**config.mk**
```make
export PLATFORM = sky130hd
export DESIGN_NAME = l2_noc_trace
export DESIGN_NICKNAME = d
export VERILOG_FILES = /design/src/rtl/l2_noc_trace_pkg.sv /design/src/rtl/l2_noc_trace_fifo.sv /design/src/rtl/l2_noc_trace.sv
export SDC_FILE = /design/constraint.sdc
export NUM_CORES = 1
export LEC_CHECK = 0
export ABC_AREA = 1
export CAP_MARGIN = 20
export CORE_MARGIN = 4
export CORE_UTILIZATION = 59
export DETAILED_ROUTE_END_ITERATION = 10
export GPL_ROUTABILITY_DRIVEN = 1
export PLACE_DENSITY_LB_ADDON = 0.1
export REMOVE_ABC_BUFFERS = 1
export SLEW_MARGIN = 20
export SYNTH_ARGS = -nofsm -noshare
export SYNTH_HDL_FRONTEND = slang
export SYNTH_HIERARCHICAL = 1
export SYNTH_SLANG_ARGS = --single-unit
```
**constraint.sdc**
```tcl
create_clock -name clk -period 7.4 [get_ports clk]
set_input_delay 0.74 -clock clk [delete_from_list [all_inputs] [get_ports clk]]
set_output_delay 0.74 -clock clk [all_outputs]
set_load 0.005 [all_outputs]
```
**src/rtl/l2_noc_trace_pkg.sv**
```systemverilog
// l2_noc_trace_pkg: NoC header field positions, channel ids and trace entry layout.
// Also provides `L2_DBG_MODULE, the name parents use to instantiate the tracer.
`ifndef L2_DBG_MODULE
`define L2_DBG_MODULE l2_noc_trace
`endif
package l2_noc_trace_pkg;
    localparam int NOC_DATA_WIDTH   = 64;
    localparam int MSG_LENGTH       = 29;
    localparam int MSG_LENGTH_WIDTH = 8;
    localparam int TS_W             = 16;
    localparam int TRACE_W          = 2 + NOC_DATA_WIDTH + TS_W;
    localparam logic [1:0] CHAN_NOC1 = 2'd1;
    localparam logic [1:0] CHAN_NOC2 = 2'd2;
    localparam logic [1:0] CHAN_NOC3 = 2'd3;

    typedef enum logic {HDR, BODY} chan_state_e;

    function automatic logic [MSG_LENGTH_WIDTH-1:0] msg_len(input logic [NOC_DATA_WIDTH-1:0] flit);
        return flit[MSG_LENGTH -: MSG_LENGTH_WIDTH];
    endfunction
endpackage

```
**src/rtl/l2_noc_trace_fifo.sv**
```systemverilog
// l2_noc_trace_fifo: power-of-two FIFO; pointers carry an extra wrap bit for full/empty.
module l2_noc_trace_fifo #(
    parameter int WIDTH = 8,
    parameter int DEPTH = 8
) (
    input  logic             clk,
    input  logic             rst_n,
    input  logic             push_i,
    input  logic [WIDTH-1:0] wdata_i,
    input  logic             pop_i,
    output logic [WIDTH-1:0] rdata_o,
    output logic             full_o,
    output logic             empty_o
);
    localparam int AW = $clog2(DEPTH);

    logic [WIDTH-1:0] mem_q [DEPTH];
    logic [AW:0]      wp_q, rp_q;

    assign empty_o = wp_q == rp_q;
    assign full_o  = wp_q[AW] != rp_q[AW] && wp_q[AW-1:0] == rp_q[AW-1:0];
    assign rdata_o = mem_q[rp_q[AW-1:0]];

    always_ff @(posedge clk) begin
        if (push_i) mem_q[wp_q[AW-1:0]] <= wdata_i;
    end

    always_ff @(posedge clk or negedge rst_n) begin
        if (!rst_n) begin
            wp_q <= '0;
            rp_q <= '0;
        end else begin
            wp_q <= wp_q + (AW+1)'(push_i);
            rp_q <= rp_q + (AW+1)'(pop_i);
        end
    end
endmodule

```
**src/rtl/l2_noc_trace.sv**
```systemverilog
// l2_noc_trace: passive header tracer on the L2 NOC1/2/3 ports with per-channel counters.
// Define L2_NOC_TRACE_TIMESTAMP_EN to stamp entries with a free-running 16-bit cycle count.
module l2_noc_trace
    import l2_noc_trace_pkg::*;
#(
    parameter int FIFO_DEPTH = 8,
    parameter int CNT_W      = 16
) (
    input  logic                      clk,
    input  logic                      rst_n,
    input  logic                      noc1_valid_in,
    input  logic [NOC_DATA_WIDTH-1:0] noc1_data_in,
    input  logic                      noc1_ready_in,
    input  logic                      noc2_valid_out,
    input  logic [NOC_DATA_WIDTH-1:0] noc2_data_out,
    input  logic                      noc2_ready_out,
    input  logic                      noc3_valid_in,
    input  logic [NOC_DATA_WIDTH-1:0] noc3_data_in,
    input  logic                      noc3_ready_in,
    output logic                      trace_valid,
    output logic [TRACE_W-1:0]        trace_data,
    input  logic                      trace_ready,
    output logic [CNT_W-1:0]          msg_cnt1,
    output logic [CNT_W-1:0]          msg_cnt2,
    output logic [CNT_W-1:0]          msg_cnt3,
    output logic [CNT_W-1:0]          drop_cnt
);
    logic [2:0]                acc, hdr;
    logic [NOC_DATA_WIDTH-1:0] flit [3];
    logic [TS_W-1:0]           ts;
    logic [1:0]                win_id, n_hdr, n_drop;
    logic [NOC_DATA_WIDTH-1:0] win_flit;
    logic                      cap_valid_q, full, empty, pop, push, full_drop;
    logic [TRACE_W-1:0]        cap_q;
    logic [CNT_W-1:0]          drop_q, drop_d;
    logic [CNT_W:0]            drop_sum;

    assign acc     = {noc3_valid_in & noc3_ready_in, noc2_valid_out & noc2_ready_out, noc1_valid_in & noc1_ready_in};
    assign flit[0] = noc1_data_in;
    assign flit[1] = noc2_data_out;
    assign flit[2] = noc3_data_in;

    for (genvar g = 0; g < 3; g++) begin : g_chan
        chan_state_e                 state_q;
        logic [MSG_LENGTH_WIDTH-1:0] rem_q;
        logic [CNT_W-1:0]            msg_q;
        assign hdr[g] = acc[g] && state_q == HDR;
        always_ff @(posedge clk or negedge rst_n) begin
            if (!rst_n) begin
                state_q <= HDR;
                rem_q   <= '0;
                msg_q   <= '0;
            end else if (acc[g]) begin
                if (state_q == HDR) begin
                    rem_q   <= msg_len(flit[g]);
                    state_q <= msg_len(flit[g]) == 0 ? HDR : BODY;
                    msg_q   <= &msg_q ? msg_q : msg_q + CNT_W'(1);
                end else begin
                    rem_q   <= rem_q - MSG_LENGTH_WIDTH'(1);
                    state_q <= rem_q == 1 ? HDR : BODY;
                end
            end
        end
    end

    assign msg_cnt1 = g_chan[0].msg_q;
    assign msg_cnt2 = g_chan[1].msg_q;
    assign msg_cnt3 = g_chan[2].msg_q;

`ifdef L2_NOC_TRACE_TIMESTAMP_EN
    logic [TS_W-1:0] ts_q;
    always_ff @(posedge clk or negedge rst_n) begin
        if (!rst_n) ts_q <= '0;
        else        ts_q <= ts_q + TS_W'(1);
    end
    assign ts = ts_q;
`else
    assign ts = '0;
`endif

    // Fixed priority noc1 > noc3 > noc2; every other simultaneous header is a drop.
    assign win_id    = hdr[0] ? CHAN_NOC1 : hdr[2] ? CHAN_NOC3 : CHAN_NOC2;
    assign win_flit  = hdr[0] ? flit[0] : hdr[2] ? flit[2] : flit[1];
    assign n_hdr     = 2'(hdr[0]) + 2'(hdr[1]) + 2'(hdr[2]);
    assign pop       = trace_valid && trace_ready;
    assign push      = cap_valid_q && (!full || pop);
    assign full_drop = cap_valid_q && full && !pop;
    assign n_drop    = (|hdr ? n_hdr - 2'd1 : 2'd0) + 2'(full_drop);
    assign drop_sum  = {1'b0, drop_q} + (CNT_W+1)'(n_drop);
    assign drop_d    = drop_sum[CNT_W] ? '1 : drop_sum[CNT_W-1:0];
    assign drop_cnt  = drop_q;
    assign trace_valid = !empty;

    always_ff @(posedge clk or negedge rst_n) begin
        if (!rst_n) begin
            cap_valid_q <= 1'b0;
            cap_q       <= '0;
            drop_q      <= '0;
        end else begin
            cap_valid_q <= |hdr;
            if (|hdr) cap_q <= {win_id, win_flit, ts};
            drop_q <= drop_d;
        end
    end

    l2_noc_trace_fifo #(.WIDTH(TRACE_W), .DEPTH(FIFO_DEPTH)) u_fifo (
        .clk    (clk),
        .rst_n  (rst_n),
        .push_i (push),
        .wdata_i(cap_q),
        .pop_i  (pop),
        .rdata_o(trace_data),
        .full_o (full),
        .empty_o(empty)
    );
endmodule

```
Yosys cells after proc, flatten, opt, wreduce, memory -nomap -nowiden
Memories as Yosys holds them, arrays and structs flattened.
Cells that the tools add are included.

word-level totals
  memories = 1
  bits in registers = 166
  bits in writable memories = 528
  word-level logic and storage cells = 85
  bits of input ports = 201
  output and inout port bits = 147

operators by class
  mux-type cells = 20
  reductions and logical operators = 22
  add/subtract/negate cells = 13
  bitwise operators = 9
  equality and inequality tests = 6

memory list
  memory        words  width  rd ports  clocked after memory_dff  write ports  line                     RTL
  u_fifo.mem_q  8      66     1         0                         1            l2_noc_trace_fifo.sv:17  logic [WIDTH-1:0] mem_q [DEPTH];

operator list
  cell                                                  count
  2-to-1 mux 64 bit                                     2
  adder 16 x 1 -> 16 bit (second input constant)        3
  AND reduction 16 bit                                  3
  equality test 8 x 1 -> 1 bit (second input constant)  3
  zero test 8 bit                                       3
  2-to-1 mux 8 bit                                      3
  subtractor 8 x 1 -> 8 bit (second input constant)     3
  adder 16 x 2 -> 17 bit                                1
  2-to-1 mux 16 bit                                     1
  2-to-1 mux 1 bit                                      12
  AND reduction 3 bit                                   3
  adder 4 x 1 -> 4 bit                                  2
  logical AND 1 bit                                     8
  NOT 1 bit                                             6
  adder 2 x 1 -> 2 bit                                  2
  equality test 4 bit                                   1
  2-to-1 mux 2 bit                                      2
  bitwise AND 1 bit                                     3
  equality test 3 bit                                   1
  zero test 1 bit                                       3
  OR reduction 3 bit                                    1
  adder 1 x 1 -> 2 bit                                  1
  subtractor 2 x 1 -> 2 bit (second input constant)     1
  logical OR 1 bit                                      1
  != test 1 bit                                         1

Longest topological paths before layout
  depth in word-level cells = 9
  gate-level depth with buffers = 20
  depth with buffers taken out = 17

By module
Netlist, hierarchy kept.

by module, submodules not included
  module             seq. area each (um2)  cells an instance  area an instance (um2)  times used
  l2_noc_trace_fifo  19899.1               2882               29134.2                 1
  l2_noc_trace       3953.8                1309               9266.4                  1

Worst setup path before layout
Ideal clock, no wire load.

  kind = reg-to-reg
  from = register u_fifo.rp_q[0]
  to = memory u_fifo/mem_q[1][0] in the netlist's numbering (enable)
  arrival = 4.771 ns
  path buffers = 2
  clock period less this slack = 5.294 ns
  path slack = 2.106 ns
  library setup time = 0.524 ns
  cell stages (with the launch flop) = 10
  required time = 6.876 ns
  cell sequence = dfrtp_1 > buf_6 > buf_4 > xnor2_1 > nand2_1 > nor2_1 > nor2_1 > o21a_1 > nand2_1 > nor2_1

between the ends
  word-level cells in the longest chain between the ends = 7
  elaborated cells between the ends (all ways) = 10
  classes of those cells = 2 x eq/ne; 2 x mux; 6 x reduce/logical

RTL lines
  item                                    line                     RTL
  start: declaration                      l2_noc_trace_fifo.sv:18  logic [AW:0] wp_q, rp_q;
  start signal: assignment                l2_noc_trace_fifo.sv:34  rp_q <= rp_q + (AW+1)'(pop_i);
  equality test 4 bit                     l2_noc_trace_fifo.sv:20  assign empty_o = wp_q == rp_q;
  named net empty                         l2_noc_trace.sv:33       logic cap_valid_q, full, empty, pop, push, full_drop;
  zero test 1 bit                         l2_noc_trace.sv:92       assign trace_valid = !empty;
  logical AND 1 bit                       l2_noc_trace.sv:85       assign pop = trace_valid && trace_ready;
  named net pop                           l2_noc_trace.sv:33
  logical OR 1 bit                        l2_noc_trace.sv:86       assign push = cap_valid_q && (!full || pop);
  logical AND 1 bit                       l2_noc_trace.sv:86
  named net push                          l2_noc_trace.sv:33
  2-to-1 mux 1 bit                        l2_noc_trace_fifo.sv:25  if (push_i) mem_q[wp_q[AW-1:0]] <= wdata_i;
  2-to-1 mux 1 bit (implied by the code)  l2_noc_trace_fifo.sv:25
  end: declaration                        l2_noc_trace_fifo.sv:17

The timed path passes the listed nets, and every way through them passes these cells.

Worst setup path after layout
  from = register u_fifo.rp_q[0]
  to = output port trace_data[27]

between the ends
  word-level cells in the longest chain between the ends = 1

RTL lines
  item                      line                RTL
  memory read (8 x 66 bit)  --
  end: declaration          l2_noc_trace.sv:21  output logic [TRACE_W-1:0] trace_data,

Every way passes these cells.

==> summary.md <==
| Metric | Value |
|---|---|
| Status | finished, final reports clean |
| Worst path depth | 8 |
| # Post-CTS Setup Buffers | 0 |
| CP max FO | 97 |
| # diodes | 0 |
| CP Capture Type | primary output |
| Vias in the first global route | between 20000 and 30000 |
| Total negative slack | 0 ns |
| Clk slew on worst S/H paths | 0.06 ns |
| Setup Crit Path Kind | flop to primary output |
| Root Buffer | clkbuf_16 |
| Slew headroom | 28.9% |
| Clk pwr share | 26.4% |
| Layout Cells excl Fill | 5529 |
| CTS tree | built |
| Post-synth EDFFs | 656 |
| Final Hold Fails | 0 |
| Largest family of logic cells by synthesized area | simple AND/OR/NAND/NOR gates |
| Core box area | 64500 sq um |
| RSZ-0062 raised after global routing | false |
| Synth area leaders | edfxtp_1 51%, nand2_1 16%, dfrtp_1 11%, inv_1 7.4%, nand3_1 5.7% |
| Placed cells | about 5400 |
| DRC viols | 0 |
| Initial DRC Count | 2029 |
| PwrDens | ~360 nW/um^2 |
| First-pass GRT wire length | between 100000 and 150000 microns |
| Post-cts resize count | 0 |
| DRT Pass-1 Iters | 6 |
| Max stage delay on crit path | 0.94 ns |
| R2r worst-path depth | 13 |
| Leakage | 21.1 nW |
| Share of power burned in registers | ~41% |
| Share of layout cells above drive strength 1 | 4.15% |
| Max-cap viol count | 0 |
| Yosys top cell area share | 51.3% |
| Maximum vdd drop | just under 0.3 mV |
| Later-pin clock latency in the skew report | 0.62 ns |
| P&R area growth vs syn | 18.5% |
| Chip height | about 260 microns |
| Core Rows | 93 |
| Top Ports | roughly 350 |
| Endpoints failing setup | 0 |
| Prevailing post-synth register cell | edfxtp_1 |
| Synth Area in Simple Gates | 23.6% |
| Share of power burned in combinational logic | 32.6% |
| Hold Path Class | input port to asynchronous set/reset pin |
| I/O Buffers | about 350 |
| GPL Wtd Cong | 0.875 |
| Synth unique cells | 37 |
| Critical Path AT | between 4 and 5 ns |
| Nets@finish | 4823 |
| CP delay by family, top | buffers and inverters |
| Most numerous cell in the Yosys netlist | nand2_1 |
| #FFs+latches synth | 822 |
| Tcrit/Tclk final | 70.3% |
| Die X-Extent | 263 microns |
| Die Footprint | 69200 sq um |
| Post-synthesis mux area share | 0% |
| Syn avg cell area | 9.16 sq um |
| Antenna Violating Nets Remaining | 0 |
| Switching share of power | 35.0% |
| Most frequent cells after synthesis | 1649 x nand2_1, 755 x inv_1, 656 x edfxtp_1 |
| Largest net degree at the start of global routing | ~200 |
| P_int | 0.0106 W |
| Tmin final | 5.20 ns |
| Yosys warns | 6 |
| Mapped cell area | 38400 sq um |
| Sinks on Clock Net | roughly 820 |
| Clock skew | ~0.013 ns |
| Slowest-stage cell, CP | buf_4 |
| H-tree Lvls | 3 |
| Worst slew pin tran | 1.07 ns |
| HPWL after DPL | 49800 microns |
| WP buf/inv | 3 |
| P_sw | 0.00574 W |
| Synth area leader | edfxtp_1 |
| Synth Area in Adders | 0.639% |
| Synth Instances | 4191 |
| Fmax | 192 MHz |
| DR vias/cell | 5.06 |
| Initial Util | 59.6% |
| All-layer global routing usage | 25.9% |
| Number of buffers created by CTS | 85 |
| Async SR Flop Fraction | 20.2% |
| Congestion Overflow GR | 0 |
| Crit-path most repeated cell | nand2_1 |
| Clk buf depth | 3 |
| Post-Synth XOR/XNOR Area | 0.890% |
| Via count | between 20000 and 30000 |
| Initial antenna violation count | 0 |
| Critical Path, Cell by Cell | buf_4, buf_4, nand2_1, nand3_1, nand2_1, nand2_1, nand2_1, clkdlybuf4s50_1 |
| Critical Path RT | between 6 and 7 ns |
| Hold buffer count at CTS | 0 |
| Reg-to-reg slack, setup | about 3.5 ns |
| Synth Area in Compound Gates | 2.26% |
| Seq/Total Area, Yosys | about 62% |
| Final wirelength | 90900 microns |
| Startpoint types | flop |
| Fin. max-slew vios | 0 |
| Routed WL per cell | roughly 16 microns |
[sequential cells by signal (all words and copies together), names as in the netlist]
signal,flops
cap_q,66
cap_valid_q,1
drop_cnt,16
g_chan.rem_q,24
g_chan.state_q,3
msg_cnt1,16
msg_cnt2,16
msg_cnt3,16
u_fifo/mem_q,656
u_fifo/rp_q,4
u_fifo/wp_q,4
[logic make-up (layout without fill, tap and decap cells)]
| family | Yosys count | count (layout) |
|---|---|---|
| buf+inv | 942 | 1298 |
| fa+ha+maj | 19 | 19 |
| flops | 822 | 822 |
| simple gates | 2233 | 2233 |
| xor+xnor | 39 | 39 |
| compound gates | 135 | 135 |
| other cells | 1 | 128 |
[through the flow]
step / utilization, % / instance area (sq um) / power [W] / worst slack, ns / hold slack [ns]
floorplan: - / 37700 / 0.00984 / -2.92 / 0.444
global placement: 66.2 / 42600 / 0.0120 / 2.70 / 0.481
detailed placement: 66.2 / 42600 / 0.0122 / 2.63 / 0.488
CTS: 70.6 / 45500 / 0.0165 / 2.23 / 0.292
global route: 70.6 / 45500 / 0.0174 / 1.96 / 0.336
finish: 70.6 / 45500 / 0.0164 / 2.20 / 0.288
[layout by cell type, fill, tap and decap left out, types with 7 or more instances in the layout]
master	Yosys	layout
bufinv_16	0	8
nand2_1	1649	1649
o21ai_0	56	55
inv_1	755	755
edfxtp_1	656	656
conb_1	1	128
buf_4	25	24
o211ai_1	66	66
clkinv_1	1	8
clkbuf_8	0	12
ha_1	18	18
clkdlybuf4s50_1	0	346
nand3_1	439	439
clkbuf_1	17	16
clkinv_2	0	19
dfrtp_1	166	163
xnor2_1	19	19
nor3_1	7	7
nor2_4	2	11
nand4_1	26	26
clkbuf_16	0	88
nor2_1	98	90
xor2_1	20	20
[path summary, 6_finish.rpt]
kind                                   start        endpoint
min in group clk              u_fifo/wp_q[3]  u_fifo/wp_q[3]
max reg2reg                g_chan[1].state_q    drop_cnt[13]
min                                    rst_n     msg_cnt3[3]
max in group asynchronous              rst_n  u_fifo/rp_q[0]
min reg2reg                   u_fifo/wp_q[3]  u_fifo/wp_q[3]
max                           u_fifo/rp_q[0]  trace_data[27]
[cell type report]
type | count | area (sq um)
flip-flops and latches | 822 | 23900
fillers | 4800 | 19000
multi-input cells | 2554 | 11100
repair buffers | 377 | 3770
inverters | 763 | 2880
clock buffers | 115 | 2410
well taps | 855 | 1070
clock inverters | 43 | 444
[power by group through the flow]
stage | sequential, W | combinational (W) | clock, W
after floorplan | 0.00679 | 0.00306 | 0
after global placement | 0.00679 | 0.00526 | 0
after detailed placement | 0.00682 | 0.00534 | 0
after CTS | 0.00673 | 0.00538 | 0.00438
after global routing | 0.00684 | 0.00596 | 0.00460
final | 0.00672 | 0.00533 | 0.00432
[per-layer routing]
| metal | GRT usage [%] | wire (microns) | up-vias |
|---|---|---|---|
| li1 | - | - | 13900 |
| met1 | 35.1 | 38400 | 13000 |
| met2 | 43.6 | 44100 | 855 |
| met3 | 4.55 | 6060 | 170 |
| met4 | 7.29 | 2320 | 0 |
| met5 | 0 | 0 | - |
No activity file was read; power rests on OpenSTA's default activity.
